## src/rtl/pu_root_unit.sv

```systemverilog
// Union-find node unit: grows links, merges its root to the neighbourhood minimum.
// Optional PU_MERGE_COUNTER_EN adds a saturating count of merge root updates.
module pu_root_unit #(
  parameter int unsigned ADDRESS_WIDTH = 9,
  parameter int unsigned NEIGHBOR_COUNT = 6,
  parameter int unsigned ADDRESS = 0,
  parameter int unsigned STAGE_WIDTH = 3,
  parameter logic [STAGE_WIDTH-1:0] STAGE_MEASUREMENT_LOADING = 3'd1,
  parameter logic [STAGE_WIDTH-1:0] STAGE_GROWING = 3'd2,
  parameter logic [STAGE_WIDTH-1:0] STAGE_MERGING = 3'd3
) (
  input  logic                                    clk,
  input  logic                                    reset,
  input  logic [STAGE_WIDTH-1:0]                  global_stage,
  input  logic                                    measurement,
  input  logic                                    cluster_odd,
  input  logic [NEIGHBOR_COUNT-1:0]               neighbor_fully_grown,
  input  logic [NEIGHBOR_COUNT-1:0]               neighbor_is_boundary,
  input  logic [NEIGHBOR_COUNT*ADDRESS_WIDTH-1:0] neighbor_root_in,
  output logic [NEIGHBOR_COUNT-1:0]               neighbor_increase,
  output logic [ADDRESS_WIDTH-1:0]                root_out,
  output logic                                    measured,
  output logic                                    touching_boundary,
  output logic                                    busy
`ifdef PU_MERGE_COUNTER_EN
  ,
  output logic [15:0]                             merge_updates
`endif
);

  typedef enum logic [2:0] {
    S_IDLE,
    S_LOAD,
    S_GROW_PULSE,
    S_GROW_HOLD,
    S_MERGE
  } state_t;

  localparam logic [ADDRESS_WIDTH-1:0] ROOT_INIT = ADDRESS[ADDRESS_WIDTH-1:0];

  state_t                      r_state;
  state_t                      w_next;
  logic [NEIGHBOR_COUNT-1:0]   r_increase;
  logic [ADDRESS_WIDTH-1:0]    r_root;
  logic                        r_measured;
  logic                        r_touching;
  logic                        r_busy;
  logic [ADDRESS_WIDTH-1:0]    w_cand;
  logic [ADDRESS_WIDTH-1:0]    w_slot_root;
  logic                        w_lower;
  logic                        w_any_boundary;
  logic [NEIGHBOR_COUNT-1:0]   w_inc_mask;
`ifdef PU_MERGE_COUNTER_EN
  logic [15:0]                 r_merge_updates;
`endif

  // Outputs act on the decoded next state, so every state's effect is visible
  // on the cycle after global_stage first selects it.
  always_comb begin
    w_next = S_IDLE;
    if (global_stage == STAGE_MEASUREMENT_LOADING) begin
      w_next = S_LOAD;
    end else if (global_stage == STAGE_GROWING) begin
      if (r_state == S_GROW_PULSE || r_state == S_GROW_HOLD) begin
        w_next = S_GROW_HOLD;
      end else begin
        w_next = S_GROW_PULSE;
      end
    end else if (global_stage == STAGE_MERGING) begin
      w_next = S_MERGE;
    end
  end

  // Only fully grown links contribute; ties keep the current root.
  always_comb begin
    w_cand      = r_root;
    w_slot_root = '0;
    for (int unsigned i = 0; i < NEIGHBOR_COUNT; i++) begin
      w_slot_root = neighbor_root_in[i*ADDRESS_WIDTH +: ADDRESS_WIDTH];
      if (neighbor_fully_grown[i] && (w_slot_root < w_cand)) begin
        w_cand = w_slot_root;
      end
    end
  end

  assign w_lower        = (w_cand < r_root);
  assign w_any_boundary = |(neighbor_is_boundary & neighbor_fully_grown);
  assign w_inc_mask     = (cluster_odd && !r_touching) ? ~neighbor_fully_grown : '0;

  always_ff @(posedge clk or posedge reset) begin
    if (reset) begin
      r_state    <= S_IDLE;
      r_increase <= '0;
      r_root     <= ROOT_INIT;
      r_measured <= 1'b0;
      r_touching <= 1'b0;
      r_busy     <= 1'b0;
`ifdef PU_MERGE_COUNTER_EN
      r_merge_updates <= '0;
`endif
    end else begin
      r_state    <= w_next;
      r_increase <= '0;
      r_busy     <= 1'b0;
      case (w_next)
        S_LOAD: begin
          r_root     <= ROOT_INIT;
          r_measured <= measurement;
          r_touching <= 1'b0;
`ifdef PU_MERGE_COUNTER_EN
          r_merge_updates <= '0;
`endif
        end
        S_GROW_PULSE: begin
          r_increase <= w_inc_mask;
        end
        S_MERGE: begin
          if (w_lower) begin
            r_root <= w_cand;
            r_busy <= 1'b1;
`ifdef PU_MERGE_COUNTER_EN
            if (r_merge_updates != '1) begin
              r_merge_updates <= r_merge_updates + 16'd1;
            end
`endif
          end
          if (w_any_boundary) begin
            r_touching <= 1'b1;
          end
        end
        default: begin
        end
      endcase
    end
  end

  assign neighbor_increase = r_increase;
  assign root_out          = r_root;
  assign measured          = r_measured;
  assign touching_boundary = r_touching;
  assign busy              = r_busy;
`ifdef PU_MERGE_COUNTER_EN
  assign merge_updates     = r_merge_updates;
`endif

endmodule

```

## config.mk

```make
export PLATFORM = sky130hd
export DESIGN_NAME = pu_root_unit
export DESIGN_NICKNAME = d
export VERILOG_FILES = /design/src/rtl/pu_root_unit.sv
export SDC_FILE = /design/constraint.sdc
export NUM_CORES = 1
export LEC_CHECK = 0
export CORE_MARGIN = 2
export CORE_UTILIZATION = 54
export CTS_CLUSTER_DIAMETER = 30
export DETAILED_ROUTE_END_ITERATION = 10
export HOLD_SLACK_MARGIN = 0.1
export PLACE_DENSITY = 0.89
export RECOVER_POWER = 50
export SETUP_SLACK_MARGIN = 0.5
export SLEW_MARGIN = 20
export SYNTH_ARGS = -nofsm -noshare
export SYNTH_HDL_FRONTEND = slang
export SYNTH_SLANG_ARGS = --single-unit
```

## constraint.sdc

```tcl
create_clock -name clk -period 24.4 [get_ports clk]
set_input_delay 3.66 -clock clk [delete_from_list [all_inputs] [get_ports clk]]
set_output_delay 3.66 -clock clk [all_outputs]
set_load 0.005 [all_outputs]
```

==> flow_summary.ini <==
[routing]
wl_per_cell_microns = 17.8
first_pass_iters = 5
wl_met3_microns = 727
drt-total-wl_mm = 10.1
ant_nets = 0
via_count = 3521
wl_met1_mm = 4.12
drc = 0
vias_per_cell = 6.23
top_layer = met4
wl_met2_mm = 4.92
drt_iter0_drc = 170

[logic_synthesis]
ys_top_cells_by_count = ha_1 (51), inv_1 (48), nor2_1 (33), mux2_2 (29), a21oi_1 (25)
yosys.area.top_type = ha_1
synth.most_common_cell = ha_1
synth_cell_types = 68
synth_top_cell_area_share_pct = 19.5
synthCells = 402
async_reset_ff_share_pct = 100
seq_area_frac_synth_pct = 15.3
synth_enable_flop_cells = 0
syn_avg_cell_area_sq_um = 8.13
ys.flop_type = dfrtp_1
netlist_area_sq_mm = 0.00327
syn_nets = 526
synth-seq-cells = 20
yosys_warnings = 0
netlist_top_cells_area = ha_1 (20%), dfrtp_1 (15%), mux2_2 (10%)

[cells_and_area]
antenna_cells = 0
stdcell_area_sq_mm = 0.00430
nFillCells = 457
drive_gt1_share_pct = 10.6
nets = 615
synthToLayoutAreaGrowth_pct = 31.6

[placed_design]
placed_area_sq_mm = 0.00423
globalplace.congestion = 0.987
hpwl_mm = 8.37
dpl_worst_slack_ns = 4.59
port_buffers = 90

[global_routing]
grt_pass1_vias = 3501
grt_pass1_wl_mm = 15.7
grt_overflow = 0
grtUsageTotal_pct = 30.2
grt_max_degree = 21
antenna_found_initial = 0

[timing]
hold_viol_final = 0
min_period_ns = 19.74
finalSetupTns_ns = 0
finalCritPeriodShare_pct = 80.9
rsz0062_at_grt = no
drv_slew = 0
setup_viol = 0
worst-slew-pin-transition_ns = 0.819
layout_setup_ws_ns = 4.66
whs_ns = 0.521
finClkSkew_ns = 0.00282
timing.fmax_mhz = 50.7
relSlewSlack_pct = 44.7

[setup_path]
slowest_delay_ns = 0.68
worst_ep_required_time_ns = 24.55
r2r_slack_ns = 7.97
r2r_start = root_out[3]
cp_slowest_cell = o41ai_4
arrival_ns = 19.89
worstReg2RegEnd = root_out[8]
startpoint_type = input pin
worst-setup-path-type = input pin to flop
critical_path.max_fanout = 16
endpoint_kind = flop
r2r_cells = 64
critical_path.most_common_cell = a21o_1

[die]
dieArea_sq_mm = 0.00669
die_height_microns = 81.8
die_w_microns = 81.8
initial_core_util_pct = 55.5
io_pins = 91
core_area_sq_mm = 0.00589
rows = 28

[clocking]
cts_tree = built
clock_latency_ns = 0.26
cts_resized = 0
cts_hold_buf = 0
clock_path_buffers = 2
cts_buffers = 3
cts_htree_levels = 1
cts_setup_buffers = 0
cts.sink_count = 20
cts.reportedPaths.clkPinSlew_ns = 0.08
clockRootBuffer = clkbuf_8

[pwr]
ir_drop_mv = 0.0731
finalPower_w = 0.000486
p_per_area_mw_per_mm2 = 113
p_leak_nw = 2.03

[flow_run]
cap_violations = 0

[hold_path]
hold_end = measured
holdCritStartpoint = measured
hold_path_class = flop to flop
min_path_cells = 1

[outcome]
outcome = finished, final reports clean
-- worst max path at each step --
stage	end	slack, ns	depth (start not counted)	start
final	root_out[8]	4.66	64	neighbor_root_in[4]
after floorplan	root_out[8]	7.32	69	neighbor_root_in[4]
after detailed placement	root_out[8]	4.59	64	neighbor_root_in[4]
after global routing	root_out[8]	3.50	64	neighbor_root_in[4]
after CTS	root_out[8]	4.79	64	neighbor_root_in[4]
after global placement	root_out[8]	4.88	64	neighbor_root_in[4]
-- state kept, by name (all words and copies together) (netlist names) --
| name | flops |
|---|---|
| busy | 1 |
| measured | 1 |
| neighbor_increase | 6 |
| r_state | 2 |
| root_out | 9 |
| touching_boundary | 1 |
-- layout by cell type (no fill, tap or decap), types with 3 or more instances in the layout --
master / instances
and4_1: 3
mux2_2: 29
nand4_1: 6
a22oi_1: 4
a211oi_1: 5
dlygate4sd3_1: 9
nor2_1: 33
o211ai_1: 6
nand2b_1: 3
or2_2: 4
nor3_1: 7
mux2i_1: 3
a21o_1: 16
clkdlybuf4s50_1: 81
a21oi_1: 25
ha_1: 51
nand3_1: 11
nor2b_1: 8
a31oi_1: 3
o2111ai_1: 4
nand4b_1: 3
o21ai_0: 21
and3_1: 12
clkbuf_8: 3
inv_1: 48
dfrtp_1: 20
a211o_1: 3
o21a_1: 8
nand2_1: 14
-- metrics by stage --
stage               util [%]  instances
floorplan                  -        402
CTS                     73.1        565
global placement        71.9        561
finish                  73.1        565
detailed placement      71.9        561
global route            73.1        565
-- where the power goes --
| part | internal, W | total [W] | switching (W) |
|---|---|---|---|
| Combinational | 0.000188 | 0.000406 | 0.000218 |
| Clock | 0.0000219 | 0.0000338 | 0.0000119 |
| Sequential | 0.0000397 | 0.0000464 | 0.00000664 |
-- cell families after synthesis --
kind of cell / share of synthesized area (%)
flops: 15.3
compound gates: 26.7
fa+ha+maj: 19.5
mux: 11.8
buf+inv: 6.63
simple gates: 19.5
xor+xnor: 0.536
-- cell type report --
cell class | count | area (sq um) | area share, %
flip-flops and latches | 20 | 500 | 11.6
inverters | 49 | 184 | 4.28
repair buffers | 90 | 901 | 20.9
clock buffers | 3 | 41.3 | 0.960
well taps | 75 | 93.8 | 2.18
multi-input cells | 327 | 2550 | 59.3
clock inverters | 1 | 30.0 | 0.698
-- metal layers --
metal | up-vias | track usage, %
met4 | 0 | 8.17
li1 | 1676 | -
met5 | - | 0
met1 | 1648 | 36.9
met3 | 28 | 3.74
met2 | 169 | 55.3
-- critical path: cells and delay by family --
| kind | cells | cell delay [ns] |
|---|---|---|
| buffers and inverters | 7 | 1.33 |
| adder cells (fa/ha/maj) | 7 | 1.88 |
| AO/OA/AOI/OAI | 32 | 8.91 |
| AND/OR/NAND/NOR | 13 | 2.02 |
| multiplexers | 5 | 2.08 |
Power figures use the tool's default switching activity.
